## config.mk

```make
export PLATFORM = sky130hd
export DESIGN_NAME = if_fetch_unit
export DESIGN_NICKNAME = d
export VERILOG_FILES = /design/src/rtl/if_pkg.sv /design/src/rtl/if_inst_queue.sv /design/src/rtl/if_fetch_unit.sv
export SDC_FILE = /design/constraint.sdc
export NUM_CORES = 1
export LEC_CHECK = 0
export CELL_PAD_IN_SITES_DETAIL_PLACEMENT = 1
export CELL_PAD_IN_SITES_GLOBAL_PLACEMENT = 2
export CORE_UTILIZATION = 38
export DETAILED_ROUTE_END_ITERATION = 7
export GPL_ROUTABILITY_DRIVEN = 0
export HOLD_SLACK_MARGIN = 0.05
export PLACE_DENSITY_LB_ADDON = 0.2
export SYNTH_ARGS = -nofsm -noshare
export SYNTH_HDL_FRONTEND = slang
export SYNTH_SLANG_ARGS = --single-unit
```

## constraint.sdc

```tcl
create_clock -name clk -period 24.3 [get_ports clk]
set_input_delay 2.43 -clock clk [delete_from_list [all_inputs] [get_ports clk]]
set_output_delay 2.43 -clock clk [all_outputs]
set_load 0.03 [all_outputs]
```

## src/rtl/if_pkg.sv

```systemverilog
// Shared types and constants for the instruction-fetch stage.
package if_pkg;

    localparam int OFFSET_W = 6;
    localparam int INST_W   = 32;

    typedef enum logic [1:0] {
        FETCH = 2'd0,
        DROP  = 2'd1,
        FLUSH = 2'd2
    } fetch_state_t;

    typedef struct packed {
        logic [31:0]       pc;
        logic [INST_W-1:0] inst;
    } q_entry_t;

    // Instructions are word aligned; the low two bits of any target are dropped.
    function automatic logic [31:0] align_pc(input logic [31:0] a);
        return a & 32'hFFFF_FFFC;
    endfunction

endpackage

```

## src/rtl/if_inst_queue.sv

```systemverilog
// Circular instruction queue of {pc, inst} entries with a clear that beats push and pop.
module if_inst_queue
    import if_pkg::*;
#(
    parameter int DEPTH = 4
) (
    input  logic                     clk,
    input  logic                     rst,
    input  logic                     push_i,
    input  logic                     pop_i,
    input  logic                     clear_i,
    input  q_entry_t                 din_i,
    output q_entry_t                 head_o,
    output logic [$clog2(DEPTH):0]   count_o
);

    localparam int PW = $clog2(DEPTH);
    localparam int CW = PW + 1;

    q_entry_t          mem_q [DEPTH];
    q_entry_t          last_q;
    logic [PW-1:0]     head_q, tail_q;
    logic [CW-1:0]     count_q, count_d;
    logic              full, empty, do_push, do_pop;

    assign full    = (count_q == CW'(DEPTH));
    assign empty   = (count_q == '0);
    assign do_push = push_i && !full && !clear_i;
    assign do_pop  = pop_i && !empty && !clear_i;

    always_comb begin
        count_d = count_q;
        if (clear_i) begin
            count_d = '0;
        end else begin
            case ({do_push, do_pop})
                2'b10:   count_d = count_q + 1'b1;
                2'b01:   count_d = count_q - 1'b1;
                default: count_d = count_q;
            endcase
        end
    end

    always_ff @(posedge clk or posedge rst) begin
        if (rst) begin
            head_q  <= '0;
            tail_q  <= '0;
            count_q <= '0;
            last_q  <= '0;
            for (int i = 0; i < DEPTH; i++) begin
                mem_q[i] <= '0;
            end
        end else begin
            count_q <= count_d;
            if (clear_i) begin
                head_q <= '0;
                tail_q <= '0;
            end else begin
                if (do_push) begin
                    mem_q[tail_q] <= din_i;
                    tail_q        <= tail_q + 1'b1;
                end
                if (do_pop) begin
                    last_q <= mem_q[head_q];
                    head_q <= head_q + 1'b1;
                end
            end
        end
    end

    // When empty, present the most recently consumed entry so the head is stable.
    assign head_o  = empty ? last_q : mem_q[head_q];
    assign count_o = count_q;

endmodule

```

## src/rtl/if_fetch_unit.sv

```systemverilog
// Instruction fetch: PC register, L1-I request/stall handling, redirect and fence.i sequencing.
module if_fetch_unit
    import if_pkg::*;
#(
    parameter logic [31:0] RESET_PC = 32'h0000_0000,
    parameter int          QDEPTH   = 4,
    parameter int          TNUM     = 21,
    parameter int          INUM     = 26 - TNUM
) (
    input  logic                clk,
    input  logic                rst,
    output logic [TNUM-1:0]     tag_C_L1,
    output logic [INUM-1:0]     index_C_L1,
    output logic [OFFSET_W-1:0] offset,
    output logic                read_C_L1,
    output logic                flush,
    input  logic                stall,
    input  logic [INST_W-1:0]   read_data_L1_C,
    input  logic                redirect_valid,
    input  logic [31:0]         redirect_pc,
    input  logic                fence_i,
    output logic                inst_valid,
    output logic [INST_W-1:0]   inst,
    output logic [31:0]         inst_pc,
    input  logic                inst_ready
);

    localparam int CW = $clog2(QDEPTH) + 1;

    fetch_state_t  state_q, state_d;
    logic [31:0]   pc_q, pc_d;
    logic [31:0]   pend_pc_q, pend_pc_d;
    logic          pend_fence_q, pend_fence_d;

    logic          rd_req, flush_req, q_push, q_clear, q_pop, q_full, redir;
    logic [31:0]   target;
    logic [CW-1:0] q_count;
    q_entry_t      q_din, q_head;

    assign redir  = redirect_valid || fence_i;
    assign target = align_pc(redirect_pc);
    assign q_full = (q_count == CW'(QDEPTH));

    always_comb begin
        state_d      = state_q;
        pc_d         = pc_q;
        pend_pc_d    = pend_pc_q;
        pend_fence_d = pend_fence_q;
        rd_req       = 1'b0;
        flush_req    = 1'b0;
        q_push       = 1'b0;
        q_clear      = 1'b0;
        case (state_q)
            FETCH: begin
                rd_req = !q_full;
                if (redir) begin
                    q_clear = 1'b1;
                    if (stall) begin
                        pend_pc_d    = target;
                        pend_fence_d = fence_i;
                        state_d      = DROP;
                    end else begin
                        pc_d    = target;
                        state_d = fence_i ? FLUSH : FETCH;
                    end
                end else if (rd_req && !stall) begin
                    q_push = 1'b1;
                    pc_d   = pc_q + 32'd4;
                end
            end
            DROP: begin
                // Keep the in-flight address presented until L1 finishes, then discard it.
                rd_req  = 1'b1;
                q_clear = redir;
                if (!stall) begin
                    pc_d         = redir ? target : pend_pc_q;
                    state_d      = (pend_fence_q || fence_i) ? FLUSH : FETCH;
                    pend_fence_d = 1'b0;
                end else if (redir) begin
                    // A newer target wins, but an earlier fence request is never forgotten.
                    pend_pc_d    = target;
                    pend_fence_d = pend_fence_q || fence_i;
                end
            end
            FLUSH: begin
                flush_req = 1'b1;
                state_d   = FETCH;
                if (redir) begin
                    q_clear = 1'b1;
                    pc_d    = target;
                end
            end
            default: state_d = FETCH;
        endcase
    end

    always_ff @(posedge clk or posedge rst) begin
        if (rst) begin
            state_q      <= FETCH;
            pc_q         <= RESET_PC;
            pend_pc_q    <= '0;
            pend_fence_q <= 1'b0;
        end else begin
            state_q      <= state_d;
            pc_q         <= pc_d;
            pend_pc_q    <= pend_pc_d;
            pend_fence_q <= pend_fence_d;
        end
    end

    assign q_din.pc   = pc_q;
    assign q_din.inst = read_data_L1_C;
    assign q_pop      = inst_valid && inst_ready;

    if_inst_queue #(
        .DEPTH (QDEPTH)
    ) u_queue (
        .clk     (clk),
        .rst     (rst),
        .push_i  (q_push),
        .pop_i   (q_pop),
        .clear_i (q_clear),
        .din_i   (q_din),
        .head_o  (q_head),
        .count_o (q_count)
    );

    // Requests are masked while reset is held so the bus is quiet immediately.
    assign read_C_L1  = rd_req && !rst;
    assign flush      = flush_req && !rst;
    assign tag_C_L1   = pc_q[31 -: TNUM];
    assign index_C_L1 = pc_q[OFFSET_W +: INUM];
    assign offset     = pc_q[OFFSET_W-1:0];
    assign inst_valid = (q_count != '0);
    assign inst       = q_head.inst;
    assign inst_pc    = q_head.pc;

endmodule

```

Yosys cells after proc, flatten, opt, wreduce, memory -nomap -nowiden --
Cells that the tools add are included.
Cells by class: add/subtract/negate cells 5, order comparisons 3, eq/ne operators 13, muxes and demuxes 42, bitwise gates (word level) 3, reduce and logical (&&, ||, !) cells 31
Operators with widths (count):
- 32-bit 2-to-1 mux | 9
- 256-bit bitwise mux | 1
- 64-bit 2-to-1 mux | 4
- 64-bit binary-select mux with 2-bit select | 1
- 64-bit demux with 2-bit select | 1
- 32-bit one-hot mux with 3 select lines | 1
- 32-bit one-hot mux with 2 select lines | 1
- 32-bit by 3-bit adder with 32-bit output, second input constant | 1
- 2-bit 2-to-1 mux | 9
- 2-bit != test, second input constant | 5
- 1-bit logical AND | 9
- 1-bit 2-to-1 mux | 9
- 3-bit != test, second input constant | 3
- 3-bit nonzero test | 3
- 4-bit AND reduction | 2
- 3-bit >= comparator, second input constant | 2
- 2-bit inverter with 3-bit output | 2
- 1-bit one-hot mux with 2 select lines | 3
- 3-bit one-hot mux with 2 select lines | 1
- 2-bit AND reduction | 3
- 2-bit nonzero test | 3
- 1-bit zero test | 5
- 5-bit AND reduction | 1
- 2-bit by 1-bit adder with 2-bit output, second input constant | 2
- other kinds (13) | 16
Storage, ports and cells: register bits after elaboration 394, word-level logic and storage cells 114

Depth between registers and ports, before layout --
depth after elaboration 11, gate-level depth with buffers 12, depth with buffers taken out 8

Cells and area by module --
Synthesis repeated with hierarchy kept, for this count alone.
Unflattened totals: cell total of the unflattened synthesis 1359, area total of the unflattened synthesis 19302.3 um^2
By module, submodules not included:
- if_inst_queue | instances 1, cells an instance 887, area each 14965.6 um^2, sequential area each 8182.8 um^2
- if_fetch_unit | instances 1, cells an instance 472, area each 4336.7 um^2, sequential area each 1676.6 um^2

Worst setup path after synthesis --
No wires, ideal clock.
kind input -> output, start input rst, end output flush, data arrival time 2.862 ns, required time 21.870 ns, path slack 19.008 ns, stages 1, buffers on the path 0, path through nor2b_1
Between the ends: word-level cells in the longest chain between the ends 2
RTL lines:
- start: declaration | RTL line if_fetch_unit.sv:11 | input logic rst,
- 1-bit zero test (no line)
- 1-bit logical AND | RTL line if_fetch_unit.sv:130 | assign flush = flush_req && !rst;
- end: declaration | RTL line if_fetch_unit.sv:16 | output logic flush,
Every way passes these cells.

Worst setup path after layout --
Ends and elaborated chain as after synthesis.

==> impl_metrics.ini <==
[synthesis]
syn_area_per_cell_um2 = 13.78
yosysWarnings = 0
synth_cell_types = 83
mappedNetlistArea_mm2 = 0.01908
synth_nets = 1464
synth_flop_cell = dfrtp_1
synth_edf_count = 0
async_reset_ff_share_pct = 100.0
synthCells = 1384
ys_seq_elements = 394
ys_seq_area_share_pct = 51.68

[sta]
tns_ps = 0
period_needed_ps = 6219
period_share_pct = 25.59
worstMarginPinSlew_ps = 1077
max-slew-margin-rel_pct = 27.88
fmax_mhz = 160.8
setup_viol = 0
rsz0062_at_grt = false
drv_slew = 0
hold_viol_final = 0
skew_ps = 28.98

[worst_setup_path]
critical-path-top-delay-family = buffers and inverters
crit_path_end_kind = output pin
crit_required_ps = 21870
path_class = in -> out
cp_common_cell = clkdlybuf4s50_1
slowest_stage = clkdlybuf4s50_1
arrival_ps = 3790
crit_fanout = 3
cp_num_buf_inv = 2
cpPeakStageDelay_ps = 680
path_cells = clkdlybuf4s50_1, nor2b_1, clkdlybuf4s50_1
reg2reg_slack_ps = 20190
startpoint_type = input port

[clock_network]
cts_setup_buffers = 0
clock-sinks = 394
numCtsBuffers = 45
clock_tree.buffer_depth = 3
clk_pin_slew_ps = 60
cts-root-buf = clkbuf_16
cts-hold-fix-buffers = 0
clock_latency_ps = 570
post_cts_resize_count = 0
cts_tree = yes
cts_max_level = 2

[grt]
grt_max_degree = 127
grt_pass1_wl_mm = 78.34
grt_use_total_pct = 19.96
grt_pass1_vias = 13040
antenna_found_initial = 1
grt-ovfl-total = 0

[final_layout]
synthToLayoutAreaGrowth_pct = 18.09
fin_area_mm2 = 0.02253
drive_above_1_share_pct = 30.02
nets = 1585

[min_path]
hold_path_class = reg -> reg

[floorplanning]
die_x_um = 226.1
core_mm2 = 0.04925
rows = 81
start_util_pct = 38.73
num_io_pins = 169
dieArea_mm2 = 0.05110
dieHeight_um = 226.1

[detailed_routing]
drc_errors = 0
first_iter_violations = 531
wl_per_cell_um = 22.23
dr.pass1.iters = 5
viasPerCell = 5.461
routed_wl_mm = 48.99
vias = 12040
ant_nets = 0

[power]
p_leak_nw = 10.08
ir_worst_vdd_mv = 0.05796
power_density_mw_per_mm2 = 113.8

[place]
dpl_cell_area_mm2 = 0.02109
post-dp-hpwl_mm = 29.71
io_buffers = 166

[outcome]
status = complete, no violations

[run]
max_cap_viol_count = 0
final timing paths:
check | from | depth (start not counted) | endpoint
worst max-delay path | rst | 3 | flush
worst min-delay path | u_queue.mem_q[188] | 2 | u_queue.mem_q[188]
worst max register to register | u_queue.count_o[0] | 10 | u_queue.count_o[2]
worst min register to register | u_queue.mem_q[188] | 2 | u_queue.mem_q[188]
max in group asynchronous | rst | 4 | u_queue.head_q[0]
min in group asynchronous | rst | 2 | pend_pc_q[13]
power breakdown:
part,leakage [nW],internal [mW],switching (mW),total (mW)
sequential,5.23,0.826,0.149,0.975
clock,0.711,0.391,0.275,0.666
combinational,4.14,0.431,0.490,0.922
cells in the mapped netlist (all sizes together) (3+ instances only):
master / n / area [µm²]
and3: 4 / 25.02
nand4: 7 / 65.06
a31oi: 7 / 43.79
nor3: 8 / 40.04
inv: 12 / 45.04
nor2: 33 / 128.9
o22a: 4 / 35.03
o31ai: 11 / 82.58
dfrtp: 394 / 9859
nand3: 19 / 100.1
clkbuf: 16 / 61.30
nor3b: 3 / 32.53
a311oi: 3 / 26.28
a41oi: 5 / 43.79
and4: 4 / 38.79
and2: 7 / 43.79
nor4: 4 / 31.28
a211oi: 4 / 35.03
a22oi: 11 / 82.58
o41ai: 3 / 26.28
a22o: 10 / 87.58
a221oi: 5 / 43.79
ha: 9 / 112.6
a31o: 3 / 26.28
o22ai: 5 / 31.28
xor2: 9 / 78.83
mux2: 399 / 4493
nand2: 81 / 327.8
o2bb2ai: 3 / 26.28
or3: 3 / 18.77
o211ai: 8 / 60.06
a21o: 3 / 22.52
a21oi: 24 / 120.1
buf: 94 / 604.3
o21ai: 58 / 312.8
mux4: 64 / 1441
o21a: 4 / 30.03
mux2i: 10 / 100.1
metrics by stage:
| step | instances | worst slack (ps) | hold WS, ps | utilization (%) | total power [mW] |
|---|---|---|---|---|---|
| 2_1_floorplan | 1384 | 10920 | 444.8 | - | 1.576 |
| 3_3_place_gp | 2122 | 17920 | 457.0 | 42.81 | 1.885 |
| 3_5_place_dp | 2122 | 17850 | 464.3 | 42.81 | 1.915 |
| 4_1_cts | 2203 | 18020 | 477.7 | 45.73 | 2.603 |
| 5_1_grt | 2203 | 17960 | 496.5 | 45.73 | 2.712 |
| 6_report | 2204 | 18080 | 474.5 | 45.74 | 2.563 |
worst min-delay path, cell delays in order, from the launching register on:
cell	delay (ps)
dfrtp_1	340
nand2_1	60
o21ai_2	50
placed cells by master, fill, tap and decap left out, drive strengths merged, types with 7 or more instances in the layout:
| cell | synthesis | routed |
|---|---|---|
| dfrtp | 394 | 394 |
| nand2 | 81 | 81 |
| a22o | 10 | 10 |
| a31oi | 7 | 7 |
| o31ai | 11 | 11 |
| nor3 | 8 | 8 |
| mux4 | 64 | 64 |
| nor2 | 33 | 33 |
| mux2i | 10 | 10 |
| clkbuf | 16 | 66 |
| buf | 94 | 18 |
| inv | 12 | 12 |
| a22oi | 11 | 11 |
| clkdlybuf4s50 | 0 | 166 |
| o21ai | 58 | 58 |
| xor2 | 9 | 9 |
| nand4 | 7 | 7 |
| clkinv | 1 | 13 |
| and2 | 7 | 7 |
| o211ai | 8 | 8 |
| ha | 9 | 9 |
| mux2 | 399 | 399 |
| nand3 | 19 | 19 |
| a21oi | 24 | 24 |
final cells by class:
cell class | instances | area [µm²]
flip-flops and latches | 394 | 9867
fillers | 5009 | 26730
well taps | 664 | 830.8
multi-input cells | 867 | 8536
inverters | 13 | 56.30
diodes | 1 | 2.502
clock buffers | 66 | 1296
repair buffers | 184 | 1797
clock inverters | 15 | 142.6
kinds of logic after synthesis:
family,Yosys count,share of synthesized area [%]
mux,473,31.63
flops,394,51.68
simple gates,186,4.991
xor+xnor,11,0.5051
fa+ha+maj,10,0.6952
compound gates,187,6.749
buf+inv,123,3.745
flip-flops by register name (all words and copies together), names as in the netlist:
register         count
u_queue.mem_q      256
u_queue.last_q      64
pc_q                32
pend_pc_q           32
u_queue.count_o      3
state_q              2
u_queue.head_q       2
u_queue.tail_q       2
pend_fence_q         1
metal layers:
metal	global-route usage, %	vias up	part of all wire (%)
li1	-	5400	-
met1	27.42	6380	47
met2	32.78	193	48
met3	3.474	63	3.5
met4	4.730	0	1.6
met5	0	-	0
No activity file was read; power rests on OpenSTA's default activity.
